--- src/rtl/sum_rr_sched_if.sv ---
// Request/data lanes from the producers and grant/tagged-sum results back.
// DUT side uses the slave modport; the driving side uses master.
interface sum_rr_sched_if #(
  parameter int NREQ = 4,
  parameter int DW   = 8,
  parameter int SW   = 8
);
  localparam int IW = (NREQ > 1) ? $clog2(NREQ) : 1;

  logic [NREQ-1:0]    req;
  logic [NREQ*DW-1:0] d_in;
  logic [NREQ-1:0]    gnt;
  logic               d_ack;
  logic [SW-1:0]      sum;
  logic [IW-1:0]      sum_id;
  logic               sum_valid;
  logic               sum_ovf;
  logic               ready;

  modport master (
    output req, d_in,
    input  gnt, d_ack, sum, sum_id, sum_valid, sum_ovf, ready
  );

  modport slave (
    input  req, d_in,
    output gnt, d_ack, sum, sum_id, sum_valid, sum_ovf, ready
  );
endinterface

--- src/rtl/sum_rr_sched.sv ---
// sum_rr_sched: round-robin share of one NSAMP-sample accumulator; sum_valid NSAMP+1 cycles after request.
// Results are a one-cycle strobe (no backpressure); define SUM_SAT_EN to saturate instead of wrap.
module sum_rr_sched #(
  parameter int NREQ  = 4,
  parameter int DW    = 8,
  parameter int NSAMP = 4,
  parameter int SW    = 8
) (
  input  logic           clk,
  input  logic           reset_n,
  sum_rr_sched_if.slave  bus
);

  localparam int IW = (NREQ > 1) ? $clog2(NREQ) : 1;
  localparam int CW = (NSAMP > 1) ? $clog2(NSAMP) : 1;

  localparam logic [1:0] ST_IDLE = 2'd0;
  localparam logic [1:0] ST_ACC  = 2'd1;
  localparam logic [1:0] ST_DONE = 2'd2;

  logic [1:0]      state_q,   state_d;
  logic [NREQ-1:0] gnt_q,     gnt_d;
  logic [CW-1:0]   cnt_q,     cnt_d;
  logic [SW-1:0]   acc_q,     acc_d;
  logic            ovf_q,     ovf_d;
  logic [IW-1:0]   ptr_q,     ptr_d;
  logic [IW-1:0]   win_q,     win_d;
  logic [SW-1:0]   sum_q,     sum_d;
  logic [IW-1:0]   sum_id_q,  sum_id_d;
  logic            sum_ovf_q, sum_ovf_d;

  logic            found;
  logic [IW-1:0]   winner;
  logic [IW-1:0]   ptr_next;
  logic [NREQ-1:0] winner_oh;
  logic            win_req;
  logic [DW-1:0]   lane;
  logic [SW-1:0]   lane_ext;
  logic [SW-1:0]   acc_base;
  logic [SW-1:0]   add_res;
  logic            carry;
  logic [SW-1:0]   acc_next;

  // First requester at or after the pointer, wrapping around.
  always_comb begin
    int idx;
    idx      = 0;
    found    = 1'b0;
    winner   = '0;
    for (int i = 0; i < NREQ; i++) begin
      idx = int'(ptr_q) + i;
      if (idx >= NREQ) idx = idx - NREQ;
      if (!found && bus.req[idx]) begin
        found  = 1'b1;
        winner = IW'(idx);
      end
    end
  end

  always_comb begin
    int p;
    p         = int'(winner) + 1;
    if (p >= NREQ) p = 0;
    ptr_next  = IW'(p);
    winner_oh = '0;
    for (int i = 0; i < NREQ; i++) begin
      if (winner == IW'(i)) winner_oh[i] = 1'b1;
    end
  end

  always_comb begin
    lane    = '0;
    win_req = 1'b0;
    for (int i = 0; i < NREQ; i++) begin
      if (win_q == IW'(i)) begin
        lane    = bus.d_in[i*DW +: DW];
        win_req = bus.req[i];
      end
    end
  end

  // First sample of a transaction starts from zero rather than the stale accumulator.
  always_comb begin
    lane_ext           = '0;
    lane_ext[DW-1:0]   = lane;
    acc_base           = (cnt_q == '0) ? '0 : acc_q;
    {carry, add_res}   = {1'b0, acc_base} + {1'b0, lane_ext};
`ifdef SUM_SAT_EN
    acc_next           = (carry || ovf_q) ? '1 : add_res;
`else
    acc_next           = add_res;
`endif
  end

  always_comb begin
    state_d   = state_q;
    gnt_d     = gnt_q;
    cnt_d     = cnt_q;
    acc_d     = acc_q;
    ovf_d     = ovf_q;
    ptr_d     = ptr_q;
    win_d     = win_q;
    sum_d     = sum_q;
    sum_id_d  = sum_id_q;
    sum_ovf_d = sum_ovf_q;
    case (state_q)
      ST_IDLE: begin
        if (found) begin
          state_d = ST_ACC;
          gnt_d   = winner_oh;
          win_d   = winner;
          cnt_d   = '0;
          ovf_d   = 1'b0;
          ptr_d   = ptr_next;
        end
      end
      ST_ACC: begin
        if (!win_req) begin
          // Requester withdrew: drop the partial sum, keep the last result.
          state_d = ST_IDLE;
          gnt_d   = '0;
        end else begin
          acc_d = acc_next;
          ovf_d = ovf_q | carry;
          cnt_d = cnt_q + 1'b1;
          if (cnt_q == CW'(NSAMP - 1)) begin
            state_d   = ST_DONE;
            gnt_d     = '0;
            sum_d     = acc_next;
            sum_id_d  = win_q;
            sum_ovf_d = ovf_q | carry;
          end
        end
      end
      ST_DONE: begin
        state_d = ST_IDLE;
      end
      default: begin
        state_d = ST_IDLE;
        gnt_d   = '0;
      end
    endcase
  end

  always_ff @(posedge clk or negedge reset_n) begin
    if (!reset_n) begin
      state_q   <= ST_IDLE;
      gnt_q     <= '0;
      cnt_q     <= '0;
      acc_q     <= '0;
      ovf_q     <= 1'b0;
      ptr_q     <= '0;
      win_q     <= '0;
      sum_q     <= '0;
      sum_id_q  <= '0;
      sum_ovf_q <= 1'b0;
    end else begin
      state_q   <= state_d;
      gnt_q     <= gnt_d;
      cnt_q     <= cnt_d;
      acc_q     <= acc_d;
      ovf_q     <= ovf_d;
      ptr_q     <= ptr_d;
      win_q     <= win_d;
      sum_q     <= sum_d;
      sum_id_q  <= sum_id_d;
      sum_ovf_q <= sum_ovf_d;
    end
  end

  assign bus.gnt       = gnt_q;
  assign bus.d_ack     = (state_q == ST_ACC);
  assign bus.ready     = (state_q == ST_IDLE);
  assign bus.sum_valid = (state_q == ST_DONE);
  assign bus.sum       = sum_q;
  assign bus.sum_id    = sum_id_q;
  assign bus.sum_ovf   = sum_ovf_q;

  a_gnt_onehot0: assert property (@(posedge clk) disable iff (!reset_n) $onehot0(bus.gnt));
  a_gnt_only_acc: assert property (@(posedge clk) disable iff (!reset_n)
                                   (bus.gnt != '0) == (state_q == ST_ACC));

endmodule

--- src/flat_wrapper.sv ---
// flat-port wrapper written by rule: the top's interface ports become plain ports
module sum_rr_sched_flat 
#(
  parameter int NREQ  = 4,
  parameter int DW    = 8,
  parameter int NSAMP = 4,
  parameter int SW    = 8
)
  (clk, reset_n, bus_req, bus_d_in, bus_gnt, bus_d_ack, bus_sum, bus_sum_id, bus_sum_valid, bus_sum_ovf, bus_ready);
  sum_rr_sched_if #(.NREQ(NREQ), .DW(DW), .SW(SW)) bus_i ();
  input  logic clk;
  input  logic reset_n;
  input wire logic [$bits(bus_i.req)-1:0] bus_req;
  input wire logic [$bits(bus_i.d_in)-1:0] bus_d_in;
  output wire logic [$bits(bus_i.gnt)-1:0] bus_gnt;
  output wire logic [$bits(bus_i.d_ack)-1:0] bus_d_ack;
  output wire logic [$bits(bus_i.sum)-1:0] bus_sum;
  output wire logic [$bits(bus_i.sum_id)-1:0] bus_sum_id;
  output wire logic [$bits(bus_i.sum_valid)-1:0] bus_sum_valid;
  output wire logic [$bits(bus_i.sum_ovf)-1:0] bus_sum_ovf;
  output wire logic [$bits(bus_i.ready)-1:0] bus_ready;
  assign bus_i.req = bus_req;
  assign bus_i.d_in = bus_d_in;
  assign bus_gnt = bus_i.gnt;
  assign bus_d_ack = bus_i.d_ack;
  assign bus_sum = bus_i.sum;
  assign bus_sum_id = bus_i.sum_id;
  assign bus_sum_valid = bus_i.sum_valid;
  assign bus_sum_ovf = bus_i.sum_ovf;
  assign bus_ready = bus_i.ready;
  sum_rr_sched #(.NREQ(NREQ), .DW(DW), .NSAMP(NSAMP), .SW(SW)) u_core (.clk(clk), .reset_n(reset_n), .bus(bus_i));
endmodule
--- config.mk ---
export PLATFORM = sky130hd
export DESIGN_NAME = sum_rr_sched_flat
export DESIGN_NICKNAME = d
export VERILOG_FILES = /design/src/rtl/sum_rr_sched_if.sv /design/src/rtl/sum_rr_sched.sv /design/src/flat_wrapper.sv
export SDC_FILE = /design/constraint.sdc
export NUM_CORES = 1
export LEC_CHECK = 0
export ABC_AREA = 1
export BUFFER_PORTS_ARGS = -buffer_cell sky130_fd_sc_hd__buf_2
export CAP_MARGIN = 20
export CORE_MARGIN = 5
export CORE_UTILIZATION = 49
export CTS_BUF_LIST = sky130_fd_sc_hd__clkbuf_8 sky130_fd_sc_hd__clkbuf_16
export DETAILED_ROUTE_END_ITERATION = 7
export PLACE_DENSITY_LB_ADDON = 0.2
export SYNTH_ARGS = -nofsm -noshare
export SYNTH_HDL_FRONTEND = slang
export SYNTH_SLANG_ARGS = --single-unit
--- constraint.sdc ---
create_clock -name clk -period 2.3 [get_ports clk]
set_input_delay 0.46 -clock clk [delete_from_list [all_inputs] [get_ports clk]]
set_output_delay 0.46 -clock clk [all_outputs]
set_load 0.005 [all_outputs]
==> results.cfg <==
[run_status]
status = completed

[flow_run]
max_cap_violations = 0

[routing]
first_iter_violations = 120
detailedRoute.firstPassIterationCount = 4
antenna_violating_nets_post_route = 0
route.detailed.drc = 0
routed_wirelength_um = 5870
detail_route.vias_per_cell = 4.96
drt-wirelength-per-cell_um = 12.9
detailroute.via_count = 2263

[worst_setup_path]
worst_setup_path_class = register to register
critPathMaxStageDelay_ps = 470
worstPathMaxFanout = 6
critPathArrivalTime_ps = 2350
crit-reg2reg-launch = u_core.win_q[0]
crit_path_top_delay_cell = sky130_fd_sc_hd__dfrtp_2
cp.required_ps = 2460
startpoint_type = register
path_cells = buf_6 -> nand3_2 -> nand2_1 -> o21ai_1 -> nand2_1 -> ha_4 -> fa_2 -> nand3_2 -> nand2_2 -> a21oi_2 -> xor2_1 -> o21ai_1
worst_path_dominant_cell_family = adder cells
timing.critical_path.from = u_core.win_q[0]
sort_of_element_at_the_end_of_the_critical_path = register
worst-path-buf-inv = 1

[logic_synthesis]
netlist_top_cells_area = sky130_fd_sc_hd__dfrtp_1 (35%), sky130_fd_sc_hd__nand2_1 (19%), sky130_fd_sc_hd__ha_1 (7.6%), sky130_fd_sc_hd__nand3_1 (7.2%), sky130_fd_sc_hd__inv_1 (6.9%)
ys.flop_type = sky130_fd_sc_hd__dfrtp_1
syn-instance-count = 331
number_of_synthesized_flops_with_an_enable_pin = 0
synth_largest_area_cell = sky130_fd_sc_hd__dfrtp_1
syn_nets = 384
share_of_synthesized_registers_carrying_an_async_set_or_reset_pct = 100
ys.warnings.count = 0
seq_cells_post_synth = 32
synth.distinct_cells = 29
synth.cell_area_um2 = 2300
synth.yosys.seq_area_share_pct = 34.8
yosysTopAreaCellShare_pct = 34.8
synth_area_per_cell_um2 = 6.94

[pwr]
power.leakage_nw = 1.68
power_per_cell_area_nw_per_um2 = 1530
fin_total_pwr_mw = 4.54
power.switching_mw = 2.18
vdd_drop_max_v = 0.000782
clock_power_share_pct = 13.2
power_report.internal_total_mw = 2.36
sw_frac_of_total_pct = 48.0
comb_power_share_pct = 65.7
power.share.sequential_pct = 21.2

[floorplanning]
core_region_area_um2 = 4630
placement_rows = 25
dieWidth_um = 78.5
start_util_pct = 49.6
die_y_um = 78.5
die-area_um2 = 6160
floorplan.io_pins = 56

[place]
detailedPlacementHpwl_um = 4490
dp_cells = 444
gp_congestion = 0.874
portBuffers = 55

[timing]
fin_hold_ws_ps = 232
final-max-slew-violation-count = 0
slew_headroom_pct = 51.0
final.period_utilization_pct = 95.0
timing.clock.skew_ps = 10.5
rsz0062_at_grt = true
timing_worst_slew_pin_value_ps = 736
final.setup.tns_ps = 0
max_freq_ghz = 0.458
report.final.hold_viol_count = 0
finalSetupViolations = 0
period_minus_slack_ps = 2190

[grt]
grt_max_degree = 33
initial_antenna_violation_count = 0
first_global_vias = 2171
global_route_total_usage_across_every_layer_pct = 19.8
grt_pass1_wl_um = 9830
grt_remaining_overflow = 0

[final_layout]
fillCellCount = 412
antenna-diode-count = 0
fin_util_pct = 64.0
finish.net_count = 454
area.growth.synth_to_final_pct = 29.0
layout.cells.non_filler = 456
final_layout_size_suffix_gt1_share_pct = 29.6

[clocking]
clock_latency_late_sink_ps = 290
clock_tree_from_tritoncts = built
cts-buffers-inserted = 5
tritoncts_num_sinks = 32
cts_hold_repair.buffers = 0
cts-root-buf = sky130_fd_sc_hd__clkbuf_8
cts-root-to-sink-buffers = 2
cts_htree_levels = 2
worst_setup_hold_path_clk_slew_ps = 80

[hold_path]
min-delay-path-class = input port to asynchronous set/reset pin
==> path summary, 6_finish.rpt <==
kind	end	slack, ps	depth (start not counted)
max	u_core.acc_q[6]	110	12
min	u_core.acc_q[1]	230	1
max reg2reg	u_core.acc_q[6]	110	12
min reg2reg	u_core.bus.sum_ovf	470	2
max in group asynchronous	u_core.win_q[0]	1560	1
min in group clk	u_core.bus.sum_ovf	470	2
==> layout make-up <==
| class | instances | area [µm²] | area share [%] |
|---|---|---|---|
| multi-input cells | 243 | 1380 | 46.4 |
| flip-flops and latches | 32 | 802 | 27.1 |
| repair buffers | 73 | 418 | 14.1 |
| inverters | 46 | 175 | 5.91 |
| clock buffers | 7 | 96.3 | 3.25 |
| well taps | 54 | 67.6 | 2.28 |
| clock inverters | 1 | 30.0 | 1.01 |
==> cell families (layout without fill, tap and decap cells) <==
kind of cell,Yosys count,in the layout,share of synthesized area [%]
AOI/OAI and AO/OA,45,45,11.1
xor gates and xnor gates,5,5,1.91
adders and majority gates,15,15,8.49
buffers and inverters,56,127,10.1
DFF,32,32,34.8
and+or+nand+nor,178,178,33.6
==> power groups by stage <==
stage,Sequential [mW],Combinational [mW],Clock (mW)
final,0.960,2.98,0.599
after detailed placement,0.966,2.68,0
after global routing,0.989,3.40,0.633
after global placement,0.958,2.65,0
after CTS,0.955,2.74,0.610
after floorplan,0.932,1.96,0
==> synth_stat cells (2+ instances only) <==
cell type / number
sky130_fd_sc_hd__nand2_1: 114
sky130_fd_sc_hd__o21ai_1: 5
sky130_fd_sc_hd__nand2_2: 6
sky130_fd_sc_hd__xor2_1: 5
sky130_fd_sc_hd__nand4_1: 3
sky130_fd_sc_hd__buf_2: 4
sky130_fd_sc_hd__nor3_1: 2
sky130_fd_sc_hd__o31ai_1: 2
sky130_fd_sc_hd__o21ai_0: 28
sky130_fd_sc_hd__buf_6: 2
sky130_fd_sc_hd__inv_2: 3
sky130_fd_sc_hd__ha_1: 14
sky130_fd_sc_hd__nand3_1: 33
sky130_fd_sc_hd__dfrtp_1: 32
sky130_fd_sc_hd__a21oi_1: 6
sky130_fd_sc_hd__inv_1: 42
sky130_fd_sc_hd__clkbuf_1: 3
sky130_fd_sc_hd__nor2_1: 16
==> through the flow <==
stage / area [µm²] / worst slack [ps]
6_report: 2960 / 114
5_1_grt: 2960 / -46.0
3_3_place_gp: 2690 / 59.4
3_5_place_dp: 2690 / 20.0
4_1_cts: 2840 / 16.9
2_1_floorplan: 2300 / 26.7
==> flip-flops by register name, summed over array words and instances, names as in the netlist <==
| name | flops |
|---|---|
| u_core.acc_q | 8 |
| u_core.bus.sum | 8 |
| u_core.bus.gnt | 4 |
| u_core.bus.sum_id | 2 |
| u_core.cnt_q | 2 |
| u_core.ptr_q | 2 |
| u_core.state_q | 2 |
| u_core.win_q | 2 |
| u_core.bus.sum_ovf | 1 |
| u_core.ovf_q | 1 |
==> layout by cell type, fill, tap and decap left out, drive strengths merged <==
cell,Yosys,final
o21ai,34,34
buf,7,73
o31ai,2,2
o21bai,1,1
inv,46,46
ha,14,14
nand2,121,121
xor2,5,5
a31oi,2,2
nand3,34,34
bufinv,0,1
nor3,2,2
clkbuf,3,7
dfrtp,32,32
a21oi,6,6
nor2,18,18
fa,1,1
nand4,3,3
==> timing repair <==
action | 4_1_cts | 5_1_grt
gates resized for setup | 4 | 32
pin swaps | 1 | 18
setup endpoints to repair | 2 | 11
buffers inserted | 1 | 3
==> routing by layer <==
| metal | vias to the layer above | GRT usage, % | part of all wire, % |
|---|---|---|---|
| met5 | - | 0 | 0 |
| met4 | 0 | 5.59 | 1.0 |
| met2 | 56 | 30.7 | 43 |
| met3 | 6 | 3.10 | 4.5 |
| li1 | 1189 | - | - |
| met1 | 1012 | 28.6 | 51 |
(Power assumes the default switching activity.)
